[config.mk]
export PLATFORM = sky130hd
export DESIGN_NAME = uart_bus_master
export DESIGN_NICKNAME = d
export VERILOG_FILES = /design/src/rtl/uart_bus_pkg.sv /design/src/rtl/uart_byte_buf.sv /design/src/rtl/uart_bus_master.sv
export SDC_FILE = /design/constraint.sdc
export NUM_CORES = 1
export LEC_CHECK = 0
export CORE_MARGIN = 4
export CORE_UTILIZATION = 48
export CTS_CLUSTER_DIAMETER = 50
export DETAILED_ROUTE_END_ITERATION = 7
export PLACE_DENSITY_LB_ADDON = 0.15
export SLEW_MARGIN = 10
export SYNTH_ARGS = -nofsm -noshare
export SYNTH_HDL_FRONTEND = slang
export SYNTH_SLANG_ARGS = --single-unit
[constraint.sdc]
create_clock -name clk_clk -period 2.1 [get_ports clk_clk]
set_clock_uncertainty 0.1 [all_clocks]
set_input_delay 0.315 -clock clk_clk [delete_from_list [all_inputs] [get_ports clk_clk]]
set_output_delay 0.315 -clock clk_clk [all_outputs]
set_load 0.05 [all_outputs]
[src/rtl/uart_bus_pkg.sv]
// Shared definitions for the UART bus master: register map,
// STATUS bit positions, FSM states and bus request bundle.
package uart_bus_pkg;

    localparam logic [2:0] A_RXDATA  = 3'd0;
    localparam logic [2:0] A_TXDATA  = 3'd1;
    localparam logic [2:0] A_STATUS  = 3'd2;
    localparam logic [2:0] A_CONTROL = 3'd3;

    localparam int ST_PE   = 0;
    localparam int ST_FE   = 1;
    localparam int ST_ROE  = 3;
    localparam int ST_TRDY = 6;
    localparam int ST_RRDY = 7;

    typedef enum logic [2:0] {
        S_INIT,
        S_POLL,
        S_ACCESS,
        S_DECIDE,
        S_GAP
    } state_e;

    typedef enum logic {
        ACC_RD,
        ACC_WR
    } acc_e;

    typedef struct packed {
        logic        go;
        acc_e        acc;
        logic [2:0]  addr;
        logic [15:0] data;
    } req_t;

    function automatic logic status_err(input logic [15:0] s);
        return s[ST_PE] | s[ST_FE] | s[ST_ROE];
    endfunction

endpackage

[src/rtl/uart_byte_buf.sv]
// Single-entry byte holding register; a load always wins over a
// same-cycle consume so a fresh byte is never lost.
module uart_byte_buf (
    input  logic       clk,
    input  logic       rst_n,
    input  logic       load,
    input  logic [7:0] load_data,
    output logic       valid,
    input  logic       ready,
    output logic [7:0] data
);

    always_ff @(posedge clk or negedge rst_n) begin
        if (!rst_n) begin
            valid <= 1'b0;
            data  <= 8'h00;
        end else if (load) begin
            valid <= 1'b1;
            data  <= load_data;
        end else if (valid && ready) begin
            valid <= 1'b0;
        end
    end

endmodule

[src/rtl/uart_bus_master.sv]
// Register-port initiator for the UART: polls STATUS and turns
// core byte streams into RXDATA/TXDATA/STATUS accesses.
module uart_bus_master
    import uart_bus_pkg::*;
#(
    parameter int unsigned READ_LATENCY = 1,
    parameter int unsigned POLL_GAP     = 4,
    parameter logic [15:0] CTRL_INIT    = 16'h0000
) (
    input  logic        clk_clk,
    input  logic        reset_reset_n,
    input  logic        tx_valid,
    output logic        tx_ready,
    input  logic [7:0]  tx_data,
    output logic        rx_valid,
    input  logic        rx_ready,
    output logic [7:0]  rx_data,
    output logic [2:0]  av_address,
    output logic        av_chipselect,
    output logic        av_begintransfer,
    output logic        av_read_n,
    output logic        av_write_n,
    output logic [15:0] av_writedata,
    input  logic [15:0] av_readdata,
    output logic [7:0]  err_count
);

    localparam logic [1:0] LAT      = 2'(READ_LATENCY);
    localparam logic [7:0] GAP_LAST = 8'(POLL_GAP - 1);

    state_e     state;
    acc_e       acc_q;
    req_t       req;
    logic [1:0] lat_cnt;
    logic [7:0] gap_cnt;
    logic       init_done;
    logic       st_rrdy;
    logic       st_trdy;
    logic       st_err;
    logic       rd_done;
    logic       rx_load;
    logic       tx_pop;
    logic       tx_full;
    logic [7:0] tx_byte;

    assign av_begintransfer = av_chipselect;
    assign tx_ready = init_done & ~tx_full;
    assign rd_done  = (state == S_ACCESS) && (acc_q == ACC_RD)
                   && (lat_cnt == LAT);
    assign rx_load  = rd_done && (av_address == A_RXDATA);
    assign tx_pop   = (state == S_ACCESS) && (acc_q == ACC_WR)
                   && (av_address == A_TXDATA);

    uart_byte_buf u_tx_buf (
        .clk       (clk_clk),
        .rst_n     (reset_reset_n),
        .load      (tx_valid & tx_ready),
        .load_data (tx_data),
        .valid     (tx_full),
        .ready     (tx_pop),
        .data      (tx_byte)
    );

    uart_byte_buf u_rx_buf (
        .clk       (clk_clk),
        .rst_n     (reset_reset_n),
        .load      (rx_load),
        .load_data (av_readdata[7:0]),
        .valid     (rx_valid),
        .ready     (rx_ready),
        .data      (rx_data)
    );

    // Next strobe to launch; defaults to a STATUS poll.
    always_comb begin
        req = '{go: 1'b0, acc: ACC_RD, addr: A_STATUS, data: 16'h0000};
        unique case (state)
            S_INIT:   req = '{1'b1, ACC_WR, A_CONTROL, CTRL_INIT};
            S_POLL:   req.go = 1'b1;
            S_ACCESS: req.go = rx_load;
            S_DECIDE: begin
                if (st_rrdy && !rx_valid)
                    req = '{1'b1, ACC_RD, A_RXDATA, 16'h0000};
                else if (st_err)
                    req = '{1'b1, ACC_WR, A_STATUS, 16'h0000};
                else if (st_trdy && tx_full)
                    req = '{1'b1, ACC_WR, A_TXDATA, {8'h00, tx_byte}};
                else
                    req.go = (POLL_GAP == 0);
            end
            S_GAP:    req.go = (gap_cnt == GAP_LAST);
            default:  req.go = 1'b0;
        endcase
    end

    always_ff @(posedge clk_clk or negedge reset_reset_n) begin
        if (!reset_reset_n) begin
            state         <= S_INIT;
            acc_q         <= ACC_RD;
            lat_cnt       <= 2'd0;
            gap_cnt       <= 8'd0;
            init_done     <= 1'b0;
            st_rrdy       <= 1'b0;
            st_trdy       <= 1'b0;
            st_err        <= 1'b0;
            err_count     <= 8'h00;
            av_address    <= 3'd0;
            av_chipselect <= 1'b0;
            av_read_n     <= 1'b1;
            av_write_n    <= 1'b1;
            av_writedata  <= 16'h0000;
        end else if (req.go) begin
            av_chipselect <= 1'b1;
            av_read_n     <= (req.acc != ACC_RD);
            av_write_n    <= (req.acc != ACC_WR);
            av_address    <= req.addr;
            av_writedata  <= req.data;
            acc_q         <= req.acc;
            lat_cnt       <= 2'd0;
            state         <= S_ACCESS;
        end else begin
            av_chipselect <= 1'b0;
            av_read_n     <= 1'b1;
            av_write_n    <= 1'b1;
            unique case (state)
                S_ACCESS: begin
                    if (acc_q == ACC_WR) begin
                        if (av_address == A_CONTROL)
                            init_done <= 1'b1;
                        state <= S_POLL;
                    end else if (lat_cnt == LAT) begin
                        st_rrdy <= av_readdata[ST_RRDY];
                        st_trdy <= av_readdata[ST_TRDY];
                        st_err  <= status_err(av_readdata);
                        if (status_err(av_readdata) && err_count != 8'hFF)
                            err_count <= err_count + 8'd1;
                        state <= S_DECIDE;
                    end else begin
                        lat_cnt <= lat_cnt + 2'd1;
                    end
                end
                S_DECIDE: begin
                    gap_cnt <= 8'd0;
                    state   <= S_GAP;
                end
                S_GAP:    gap_cnt <= gap_cnt + 8'd1;
                default:  ;
            endcase
        end
    end

endmodule

==> results.py, run 1 <==
metrics = {
    "hold_path": {
        "hold_class": "reg -> reg",
        "min_to": "init_done$_DFFE_PN0P_",
        "worstHoldStart": "init_done$_DFFE_PN0P_",
        "min_path_cells": 1,
    },
    "routing": {
        "drcViolationCount": 0,
        "viasPerCell": 5.12,
        "wl_um": 5640,
        "drt_iter0_drc": 56,
        "num_vias": 1986,
        "postRouteAntennaNets": 0,
        "wl_per_cell_um": 14.5,
        "dr.pass1.iters": 5,
    },
    "global_routing": {
        "grt_pass1_vias": 2029,
        "grt_max_degree": 37,
        "globalRouteOverflowTotal": 0,
        "grtUsageTotal_pct": 19.0,
        "grt_pass1_wl_um": 9600,
        "grt_antenna_before_repair": 0,
    },
    "placed_design": {
        "preCtsSetupSlack_ns": 0.109,
        "io_buffers": 51,
        "hpwl_um": 3980,
        "gp_congestion": 0.834,
    },
    "logic_synthesis": {
        "ys_ff_latch": 57,
        "yosys_warnings": 0,
        "synth-seq-area-share_pct": 54.0,
        "netlist_area_um2": 2650,
        "synth.distinct_cells": 55,
        "netlist_instances": 246,
        "synth_flop_cell": "dfrtp_1",
        "synth_edf_count": 0,
        "postSynthAreaPerCell_um2": 10.8,
        "ys_async_sr_fraction_pct": 100,
    },
    "final_layout": {
        "final_cell_mix": "dfrtp_1, clkdlybuf4s50_1, nand2_1",
        "layout-drive-gt1-share_pct": 17.6,
        "insertedDiodeCount": 0,
        "layout_commonest_cell": "dfrtp_1",
        "nets": 344,
        "layout-area-overhead-vs-synth_pct": 30.6,
    },
    "timing": {
        "min_period_over_period_pct": 96.9,
        "hold_viol_final": 0,
        "rsz0062_at_grt": "no",
        "worst_pin_slew_ns": 0.525,
        "setup_viol": 0,
        "slew_viol_final": 0,
        "clock.fmax_mhz": 492,
        "final.setup.tns_ns": 0,
        "fin_ws_ns": 0.0661,
        "final.min_clock_period_ns": 2.03,
        "relSlewSlack_pct": 64.9,
    },
    "die": {
        "start_util_pct": 50.5,
        "core_area_um2": 5240,
        "rows": 26,
        "die_h_um": 82.3,
        "ios": 69,
        "die_area_um2": 6770,
        "die_x_um": 82.3,
    },
    "setup_path": {
        "rrSetupSlack_ns": 0.12,
        "crit_path_end_kind": "primary output",
        "cpLargestDelayFamily": "buffers and inverters",
        "crit_arrival_ns": 1.62,
        "timing.rr.end": "gap_cnt[6]$_DFFE_PN0P_",
        "r2r_start": "state[0]$_DFFE_PN0P_",
        "worstPathCellList": "clkdlybuf4s50_1",
        "cpPeakStageDelay_ns": 0.84,
        "critPathSlowestCell": "clkdlybuf4s50_1",
        "critPathBufInv": 1,
        "worst_ep_required_time_ns": 1.68,
        "critPathMaxFanout": 6,
        "rr_worst_depth": 5,
        "worst-setup-path-type": "reg -> out",
        "start_kind": "flop",
    },
    "clock_tree": {
        "path_clk_slew_ns": 0.06,
        "clk_latency_ns": 0.33,
        "numCtsBuffers": 9,
        "cts-root-buf": "clkbuf_8",
        "clock-sinks": 57,
        "cts-htree-levels": 3,
        "clockBufferDepth": 2,
        "tritoncts": "done",
    },
    "pwr": {
        "switching_share_pct": 40.1,
        "p_leak_nw": 1.51,
        "p_seq_share_pct": 38.9,
        "cellInternalPower_mw": 2.65,
        "irDropWorstVdd_mv": 0.841,
        "power.density_nw_per_um2": 1280,
        "p_sw_mw": 1.78,
        "clock_power_share_pct": 21.7,
        "p_comb_share_pct": 39.4,
    },
    "flow_run": {
        "max-cap-violations": 0,
    },
    "run_status": {
        "status": "finished clean",
    },
}
-- layout make-up --
type                            instances  area [um^2]
Fill cell                             410         1780
Sequential cell                        57         1430
Multi-Input combinational cell        170         1090
Timing Repair Buffer                   66          621
Clock buffer                           14          183
Tap cell                               70         87.6
Inverter                                9         33.8
Clock inverter                          2         10.0
-- through the flow --
step           util, %  hold WS (ns)  cells  area, um^2  total power [mW]
5_1_grt           66.0         0.392    388        3460              4.72
2_1_floorplan        -       -0.0806    254        2680              2.91
4_1_cts           66.0         0.366    388        3450              4.46
3_3_place_gp      62.1         0.219    371        3250              3.44
3_5_place_dp      62.1         0.222    371        3250              3.48
6_report          66.0         0.358    388        3460              4.43
-- worst max path at each step --
stage	end	slack (ns)	startpoint	cells past startpoint
detailed placement	av_address[0]$_DFFE_PN0P_	0.11	lat_cnt[1]$_DFFE_PN0P_	7
finish	err_count[3]	0.07	err_count[3]$_DFFE_PN0P_	1
floorplan	u_tx_buf.data[0]$_DFFE_PN0P_	0.02	u_tx_buf.valid$_DFFE_PN0P_	3
global route	err_count[3]	0.0003	err_count[3]$_DFFE_PN0P_	1
global placement	gap_cnt[6]$_DFFE_PN0P_	0.13	state[0]$_DFFE_PN0P_	5
CTS	err_count[3]	0.04	err_count[3]$_DFFE_PN0P_	1
-- layer usage --
metal,global-route usage [%],up-vias,share of wire [%]
met5,0,-,0
met3,7.38,8,7.3
li1,-,977,-
met2,27.9,47,44
met1,24.8,954,47
met4,8.47,0,1.4
-- sequential cells by signal, indices dropped and copies added (netlist names) --
| register | cells |
|---|---|
| av_read_n | 1 |
| u_tx_buf.valid | 1 |
| av_begintransfer | 1 |
| st_rrdy | 1 |
| av_write_n | 1 |
| st_err | 1 |
| acc_q | 1 |
| av_address | 2 |
| lat_cnt | 2 |
| err_count | 8 |
| st_trdy | 1 |
| av_writedata | 8 |
| u_rx_buf.valid | 1 |
| u_tx_buf.data | 8 |
| u_rx_buf.data | 8 |
| state | 3 |
| gap_cnt | 8 |
| init_done | 1 |
-- repair_timing --
item,CTS,global route
hold buffers,1,0
setup buffers,0,0
setup endpoints to repair,0,2
gates resized for setup,0,1
endpoints found under the hold margin,19,0
-- Yosys cell counts (all sizes together) (5+ instances only) --
master  number  area share (%)
nor3         9             2.1
nand2       39             5.5
a21oi        6             1.1
mux2        11             4.7
xor2         5             1.7
dfrtp       55              52
nor2        15             2.1
inv          9             1.3
nand3        8             1.7
buf         17             4.5
a22o         8             2.6
o21ai       13             2.5
-- logic make-up (layout without fill, tap and decap cells) --
kind of cell               Yosys count  in the layout  share of synthesized area [%]
buffers and inverters               27             91                           5.91
adders and majority gates            3              3                           1.42
xor gates and xnor gates             6              6                           1.99
DFF                                 57             57                           54.0
AOI/OAI and AO/OA                   46             46                           13.5
other                                1              9                          0.142
muxes                               13             13                           5.44
and+or+nand+nor                     93             93                           17.6
-- power by group through the flow --
stage	clock, mW	sequential [mW]	combinational (mW)
5_1_grt	1.05	1.76	1.91
3_3_place_gp	0	1.72	1.72
6_report	0.963	1.72	1.74
4_1_cts	0.985	1.72	1.76
3_5_place_dp	0	1.73	1.75
2_1_floorplan	0	2.07	0.845
Note: power is estimated with default switching activity, not from simulation.
==> run 2, diff against run 1 <==
Settings changed: CORE_MARGIN 4 to 2.
==> run 2 against run 1 <==
Non-clock buffer count unchanged. Wire length decreased by 6.6%. Global-route usage down 0.19 points. Worst hold slack improved by 0.012 ns. Fmax increased by 0.94%. Core utilization fell by 2.1 points. Clock power down 5.1%.
==> results.py, run 2 (synthesized netlist as in run 1, its figures left out) <==
metrics = {
    "run_status": {
        "status": "finished clean",
    },
    "timing": {
        "slew_viol_final": 0,
        "min_period_over_period_pct": 95.9,
        "relSlewSlack_pct": 64.4,
        "rsz0062_at_grt": "no",
        "final.min_clock_period_ns": 2.01,
        "worst_pin_slew_ns": 0.533,
        "setup_viol": 0,
        "hold_viol_final": 0,
        "final.setup.tns_ns": 0,
        "clock.fmax_mhz": 496,
    },
    "clock_tree": {
        "clk_latency_ns": 0.33,
        "clock-sinks": 57,
        "cts-root-buf": "clkbuf_8",
        "clockBufferDepth": 2,
        "tritoncts": "done",
        "numCtsBuffers": 9,
        "path_clk_slew_ns": 0.06,
        "cts-htree-levels": 3,
    },
    "routing": {
        "viasPerCell": 5.25,
        "postRouteAntennaNets": 0,
        "wl_per_cell_um": 13.5,
        "dr.pass1.iters": 4,
        "drcViolationCount": 0,
        "wl_um": 5270,
        "drt_iter0_drc": 92,
        "num_vias": 2049,
    },
    "hold_path": {
        "min_path_cells": 1,
        "hold_class": "reg -> reg",
    },
    "setup_path": {
        "worst_ep_required_time_ns": 1.68,
        "cpPeakStageDelay_ns": 0.84,
        "critPathBufInv": 1,
        "worst-setup-path-type": "reg -> out",
        "crit_arrival_ns": 1.60,
        "crit_path_end_kind": "primary output",
        "rr_worst_depth": 5,
        "rrSetupSlack_ns": 0.14,
        "cpLargestDelayFamily": "buffers and inverters",
        "critPathSlowestCell": "clkdlybuf4s50_1",
        "cp.depth": 1,
        "start_kind": "flop",
        "critPathMaxFanout": 6,
        "worstPathCellList": "clkdlybuf4s50_1",
    },
    "global_routing": {
        "grt_pass1_vias": 1947,
        "use_met2_pct": 27.8,
        "grt_pass1_wl_um": 8940,
        "grtUsageTotal_pct": 18.8,
        "grt_antenna_before_repair": 0,
        "grt_util_met1_pct": 25.8,
        "busiest_layer": "met2",
        "use_met3_pct": 5.86,
        "globalRouteOverflowTotal": 0,
        "grt_max_degree": 58,
    },
    "die": {
        "rows": 27,
        "ios": 69,
        "die_area_um2": 6120,
        "die_x_um": 78.3,
        "core_area_um2": 5410,
        "die_h_um": 78.3,
        "start_util_pct": 49.0,
    },
    "final_layout": {
        "layout-drive-gt1-share_pct": 17.0,
        "final_cell_mix": "dfrtp_1, clkdlybuf4s50_1, nand2_1",
        "fillCellCount": 447,
        "insertedDiodeCount": 0,
        "fin_area_um2": 3460,
        "nets": 344,
        "layout-area-overhead-vs-synth_pct": 30.6,
        "layout_commonest_cell": "dfrtp_1",
    },
    "pwr": {
        "irDropWorstVdd_mv": 0.765,
        "p_leak_nw": 1.51,
        "p_total_mw": 4.37,
        "power.density_nw_per_um2": 1260,
    },
    "flow_run": {
        "max-cap-violations": 0,
    },
    "placed_design": {
        "hpwl_um": 3710,
        "gp_congestion": 0.808,
        "placed_area_um2": 3260,
        "io_buffers": 51,
    },
}
-- run 2: area by class of cell --
cell class | instances | area (um^2) | share of cell area (%)
clock buffers | 11 | 151 | 4.38
well taps | 72 | 90.1 | 2.61
multi-input cells | 170 | 1090 | 31.6
inverters | 9 | 33.8 | 0.978
flip-flops and latches | 57 | 1430 | 41.3
repair buffers | 66 | 631 | 18.2
clock inverters | 5 | 30.0 | 0.869
-- run 2: worst paths after layout --
| kind | from | to |
|---|---|---|
| max reg2reg | state[0]$_DFFE_PN0P_ | gap_cnt[6]$_DFFE_PN0P_ |
| min in group asynchronous | reset_reset_n | gap_cnt[7]$_DFFE_PN0P_ |
| min reg2reg | init_done$_DFFE_PN0P_ | init_done$_DFFE_PN0P_ |
| max in group asynchronous | reset_reset_n | av_read_n$_DFF_PN1_ |
| max | err_count[3]$_DFFE_PN0P_ | err_count[3] |
| min | init_done$_DFFE_PN0P_ | init_done$_DFFE_PN0P_ |
-- run 2: per-layer routing --
layer	part of all wire, %	up-vias	wire length [um]
met2	45	56	2370
met1	48	1001	2520
li1	-	986	-
met3	6.1	6	319
met5	0	-	0
met4	1.2	0	61
-- run 2: repair_timing --
item                       in CTS  in global routing
hold buffers                    1                  0
setup endpoints to repair       0                  2
hold endpoints to repair       55                  0
gates resized for setup         0                  2
buffers inserted                0                  0
-- run 2: power by group --
group / total (mW) / internal (mW) / switching [mW]
sequential: 1.67 / 1.43 / 0.245
clock: 0.914 / 0.485 / 0.428
combinational: 1.79 / 0.676 / 1.11
total: 4.37 / 2.59 / 1.78
-- run 2: per-stage QoR --
stage / util, % / setup slack, ns / hold slack [ns] / std cells
6_report: 63.9 / 0.0851 / 0.370 / 390
5_1_grt: 63.9 / 0.0128 / 0.395 / 390
4_1_cts: 63.8 / 0.0220 / 0.375 / 390
3_5_place_dp: 60.3 / 0.141 / 0.241 / 373
3_3_place_gp: 60.3 / 0.154 / 0.240 / 373
2_1_floorplan: - / 0.0177 / -0.0806 / 254
